File: config.mk
export PLATFORM = sky130hd
export DESIGN_NAME = ball_split_mover
export DESIGN_NICKNAME = d
export VERILOG_FILES = /design/src/rtl/ball_split_mover.sv
export SDC_FILE = /design/constraint.sdc
export NUM_CORES = 1
export LEC_CHECK = 0
export ABC_AREA = 1
export CAP_MARGIN = 20
export CORE_MARGIN = 2
export CORE_UTILIZATION = 50
export DETAILED_ROUTE_END_ITERATION = 10
export PLACE_DENSITY = 0.78
export SLEW_MARGIN = 40
export SYNTH_ARGS = -nofsm -noshare
export SYNTH_HDL_FRONTEND = slang
export SYNTH_SLANG_ARGS = --single-unit
export TNS_END_PERCENT = 1
File: constraint.sdc
create_clock -name clk -period 3.1 [get_ports clk]
set_input_delay 0.31 -clock clk [delete_from_list [all_inputs] [get_ports clk]]
set_output_delay 0.31 -clock clk [all_outputs]
set_load 0.005 [all_outputs]
File: src/rtl/ball_split_mover.sv
// ball_split_mover: split-spawned ball with 1/64-pixel fixed-point motion and wall/floor bounces.
// Optional per-frame gravity is enabled by defining BALL_GRAVITY_EN.
module ball_split_mover #(
  parameter int FIXED_SHIFT  = 6,
  parameter int LEFT_LIMIT   = 0,
  parameter int RIGHT_LIMIT  = 600,
  parameter int FLOOR_Y      = 420,
  parameter int CEIL_Y       = 0,
  parameter int GRAVITY      = 4,
  parameter int BOUNCE_SPEED = 384,
  parameter int MAX_Y_SPEED  = 512
) (
  input  logic               clk,
  input  logic               resetN,
  input  logic               startOfFrame,
  input  logic               splitPulse,
  input  logic               killPulse,
  input  logic signed [10:0] Xspeed_in,
  input  logic signed [10:0] Yspeed_in,
  input  logic        [10:0] initX,
  input  logic        [10:0] initY,
  output logic        [10:0] topLeftX,
  output logic        [10:0] topLeftY,
  output logic               ballActive
);
  typedef enum logic {IDLE, MOVE} state_t;
  state_t state_q, state_d;
  logic [16:0] pos_x_q, pos_x_d, pos_y_q, pos_y_d;
  logic signed [10:0] spd_x_q, spd_x_d, spd_y_q, spd_y_d, spd_x_n, spd_y_n;
  logic [10:0] tl_x, tl_y;
  logic floor_hit;
  // Signed speed added to an unsigned position; results below zero clamp to zero.
  function automatic logic [16:0] step(input logic [16:0] pos, input logic signed [10:0] spd);
    logic signed [17:0] sum;
    sum = $signed({1'b0, pos}) + $signed({{7{spd[10]}}, spd});
    return sum[17] ? 17'd0 : sum[16:0];
  endfunction
  assign tl_x = 11'(pos_x_q >> FIXED_SHIFT);
  assign tl_y = 11'(pos_y_q >> FIXED_SHIFT);
  assign topLeftX = tl_x;
  assign topLeftY = tl_y;
  assign ballActive = state_q == MOVE;
  assign spd_x_n = ((tl_x <= 11'(LEFT_LIMIT) && spd_x_q < 0) ||
                    (tl_x >= 11'(RIGHT_LIMIT) && spd_x_q > 0)) ? -spd_x_q : spd_x_q;
  assign floor_hit = tl_y >= 11'(FLOOR_Y) && spd_y_q > 0;
`ifdef BALL_GRAVITY_EN
  logic signed [10:0] spd_y_b;
  logic signed [11:0] y_sum;
  assign spd_y_b = floor_hit ? 11'(-BOUNCE_SPEED) : spd_y_q;
  assign y_sum = {spd_y_b[10], spd_y_b} + 12'(GRAVITY);
  assign spd_y_n = (y_sum > $signed(12'(MAX_Y_SPEED))) ? 11'(MAX_Y_SPEED) : y_sum[10:0];
`else
  logic ceil_hit;
  assign ceil_hit = tl_y <= 11'(CEIL_Y) && spd_y_q < 0;
  assign spd_y_n = (floor_hit || ceil_hit) ? -spd_y_q : spd_y_q;
`endif
  always_comb begin
    state_d = state_q;
    pos_x_d = pos_x_q;
    pos_y_d = pos_y_q;
    spd_x_d = spd_x_q;
    spd_y_d = spd_y_q;
    if (killPulse) begin
      state_d = IDLE;
    end else if (splitPulse) begin
      state_d = MOVE;
      pos_x_d = 17'(initX) << FIXED_SHIFT;
      pos_y_d = 17'(initY) << FIXED_SHIFT;
      spd_x_d = Xspeed_in;
      spd_y_d = Yspeed_in;
    end else if (state_q == MOVE && startOfFrame) begin
      spd_x_d = spd_x_n;
      spd_y_d = spd_y_n;
      pos_x_d = step(pos_x_q, spd_x_n);
      pos_y_d = step(pos_y_q, spd_y_n);
    end
  end
  always_ff @(posedge clk or negedge resetN) begin
    if (!resetN) begin
      state_q <= IDLE;
      pos_x_q <= '0;
      pos_y_q <= '0;
      spd_x_q <= '0;
      spd_y_q <= '0;
    end else begin
      state_q <= state_d;
      pos_x_q <= pos_x_d;
      pos_y_q <= pos_y_d;
      spd_x_q <= spd_x_d;
      spd_y_q <= spd_y_d;
    end
  end
endmodule
==> metrics.md <==
| Metric | Value |
|---|---|
| Status | finished, violations left |
| Failing checks | DRC, setup timing |
| # DRC | 1 |
| Max Clock Freq | 312 MHz |
| Critical Path Source Type | flip-flop |
| Die height | 111 um |
| Area of the multi-input gates | 0.00442 mm2 |
| Nets | 1094 |
| Clock-pin transition on the worst setup and hold timing paths | 60 ps |
| ANT nets after route | 0 |
| Kind of critical path | reg -> reg |
| Vias in the first global route | 5964 |
| GRT Total Usage | 26.0% |
| Total gr overflow | 0 |
| Final min period | 3200 ps |
| Clock latency on the worst-skew pair | 340 ps |
| R2R depth | 22 |
| Largest net degree at the start of global routing | 65 |
| RR Endpoint | pos_y_q[13]$_DFFE_PN0P_ |
| Yosys cell types | 40 |
| Finished Layout Cells | 1154 |
| Synth Area in Compound Gates | 12.8% |
| Tcrit/Tclk final | 103% |
| Syn Nets | 965 |
| Syn-to-layout area delta | 41.1% |
| Synth Area in Adders | 8.72% |
| Placed cells | 1103 |
| Worst vdd ir | 0.886 mV |
| Clock tree from TritonCTS | done |
| Pwr dens | 1080 mW/mm2 |
| XOR/XNOR Fraction of Synth Area | 4.56% |
| #FFs+latches synth | 57 |
| Place WS | -86.8 ps |
| Share of cells above drive strength 1 | 28.8% |
| Design Area, Final | 0.00814 mm2 |
| Core ar. | 0.0113 mm2 |
| Max-Cap Viols | 0 |
| Routability congestion estimate | 0.965 |
| Initial antenna violation count | 0 |
| Final hold violations | 0 |
| R2R setup slack | -100 ps |
| Least-Margin Pin Slew | 751 ps |
| Root Buffer | clkbuf_16 |
| Crit-path max FO | 4 |
| Num CTS Buffers | 9 |
| Yosys warning count | 0 |
| Worst Skew | 7.47 ps |
| Row cnt | 39 |
| Final HPWL DP | 11900 um |
| CTS H-tree lvls | 3 |
| PortBufs | 71 |
| First-pass GRT wire length | 26600 um |
| WL final | 19200 um |
| Final setup viols | 18 |
| Post-synth EDFFs | 0 |
| # fillers | 846 |
| FFs w/ async S/R, synth | 100% |
| Initial Util | 50.9% |
| # diodes | 0 |
| Cell area after synthesis | 0.00577 mm2 |
| Final worst setup slack | -102 ps |
| Leak | 0.00385 uW |
| Final slew viol count | 0 |
| Die width | 111 um |
| RSZ-0062 raised after global routing | yes |
| # IOs | 72 |
| 1st-iter DRT viols | 558 |
| Simple-Gate Fraction of Synth Area | 36.5% |
| Slew HR | 49.9% |
| Wire length per cell | 16.7 um |
| Dominant synthesized flop cell | dfrtp_1 |
| Avg Inst Size Synth | 6.58 um2 |
| Multiplexer share of the synthesized area | 0% |
| Die area | 0.0124 mm2 |
| Setup TNS | -649 ps |
| Clock Sink Count | 57 |
| WP data required | 3370 ps |
| Vias per cell | 5.64 |
| HP Class | in -> async |
| CP Capture Type | flip-flop |
| Register area | 0.00143 mm2 |
| Largest family of logic cells by synthesized area | simple AND/OR/NAND/NOR gates |
| Sequential share of the synthesized area | 24.7% |
| CTS max path bufs | 2 |
| CP arrival | 3470 ps |
| Area after DPL | 0.00678 mm2 |
| Drt pass-1 iters | 8 |
| Via Count | 6510 |
| Reg-to-reg startpoint | pos_y_q[9]$_DFFE_PN0P_ |
| Post-Syn Instances | 877 |
-- layer usage --
metal | global-route usage [%] | vias to the layer above | share of wire (%)
li1 | - | 3057 | -
met1 | 31.7 | 3084 | 40
met2 | 44.8 | 295 | 50
met3 | 5.01 | 74 | 6.4
met4 | 11.4 | 0 | 4.1
met5 | 0 | - | 0
-- worst max-delay path, stage by stage (launching register included) --
cell     delay [ps]
dfrtp_1         380
nor2_2          170
inv_1            80
nor3_1          180
nand4_1         280
nand2_2         220
nand2_1         110
o21ai_4          80
inv_2            60
ha_4            230
nand2_4          90
inv_1            60
a21oi_2         200
buf_4           140
buf_4           100
nor2_1           50
nor2_1          180
nand2_1          90
nand2_1          90
nand2_2          60
inv_2            50
nand3_2          70
a21oi_2         160
-- where the power goes --
| group | internal (uW) | switching [uW] |
|---|---|---|
| Clock | 580 | 361 |
| Sequential | 978 | 264 |
| Combinational | 2970 | 3680 |
-- cell usage in the layout (no fill, tap or decap), drive strengths merged --
cell type and n:
nor3 11, or2 2, a21o 4, dlygate4sd3 1, o22ai 2, nand4 7, o21bai 6, buf 87
fa 2, clkdlybuf4s50 70, and2 2, nor2 111, a21oi 79, nor4 3, xor2 23, clkinv 3
nand2 256, inv 104, nand3 70, a21boi 2, nand3b 10, ha 37, clkbuf 14, clkinvlp 1
dfrtp 57, o21ai 40, xnor2 7
-- cells in the mapped netlist, types with 3 or more instances --
| library cell | instances | area, um2 |
|---|---|---|
| o21bai_1 | 6 | 45.0 |
| nor2_2 | 7 | 43.8 |
| nand4_1 | 7 | 43.8 |
| o21ai_1 | 10 | 50.1 |
| buf_2 | 6 | 30.0 |
| a21o_1 | 4 | 30.0 |
| buf_4 | 26 | 195 |
| nand3b_1 | 9 | 67.6 |
| nand3_1 | 53 | 265 |
| clkbuf_1 | 5 | 18.8 |
| nand3_2 | 16 | 160 |
| nor3_1 | 9 | 45.0 |
| xor2_1 | 23 | 201 |
| xnor2_1 | 7 | 61.3 |
| nand2_1 | 241 | 905 |
| o21ai_0 | 30 | 150 |
| inv_1 | 101 | 379 |
| nand2_4 | 3 | 33.8 |
| nor2_1 | 103 | 387 |
| a21oi_1 | 68 | 340 |
| dfrtp_1 | 57 | 1430 |
| ha_1 | 37 | 463 |
| clkbuf_8 | 3 | 41.3 |
| a21oi_2 | 11 | 96.3 |
| nand2_2 | 9 | 56.3 |
| inv_2 | 4 | 15.0 |
-- registers in the layout (all words and copies together) (netlist names) --
signal	cells
pos_x_q	17
spd_y_q	11
ballActive	1
spd_x_q	11
pos_y_q	17
-- through the flow --
step / total power, uW / util (%) / hold slack, ps
finish: 8830 / 71.9 / 464
global placement: 5940 / 59.9 / 432
global route: 9420 / 71.9 / 513
detailed placement: 6020 / 59.9 / 433
floorplan: 4630 / - / 14.4
CTS: 7040 / 62.5 / 78.4
-- layout make-up --
type,instances,area share [%]
flip-flops and latches,57,17.6
clock inverters,3,0.185
inverters,105,4.89
repair buffers,159,17.7
well taps,143,2.20
multi-input cells,674,54.3
clock buffers,13,3.20
-- cell families (layout without fill, tap and decap cells) --
logic type | after synthesis | count (layout)
AO/OA/AOI/OAI | 133 | 133
XOR/XNOR | 30 | 30
adder cells (fa/ha/maj) | 39 | 39
buffers and inverters | 150 | 280
flip-flops | 57 | 57
AND/OR/NAND/NOR | 468 | 472
-- timing repair --
action | in CTS | in global routing
endpoints found under the setup margin | 32 | 34
hold endpoints to repair | 0 | 31
pin swaps | 0 | 61
hold buffers | 0 | 1
setup buffers | 0 | 28
gates resized for setup | 8 | 172
gates cloned | 0 | 6
-- worst max path at each step --
stage	depth (start not counted)	from	end	slack [ps]
6_report	22	pos_y_q[9]$_DFFE_PN0P_	pos_y_q[13]$_DFFE_PN0P_	-100
5_1_grt	20	pos_x_q[6]$_DFFE_PN0P_	pos_x_q[7]$_DFFE_PN0P_	-260
4_1_cts	21	spd_y_q[0]$_DFFE_PN0P_	pos_y_q[6]$_DFFE_PN0P_	10
3_5_place_dp	19	spd_x_q[1]$_DFFE_PN0P_	pos_x_q[3]$_DFFE_PN0P_	-90
3_3_place_gp	21	spd_x_q[1]$_DFFE_PN0P_	pos_x_q[4]$_DFFE_PN0P_	20
2_1_floorplan	23	spd_y_q[0]$_DFFE_PN0P_	pos_y_q[8]$_DFFE_PN0P_	270
Power figures use the tool's default switching activity.
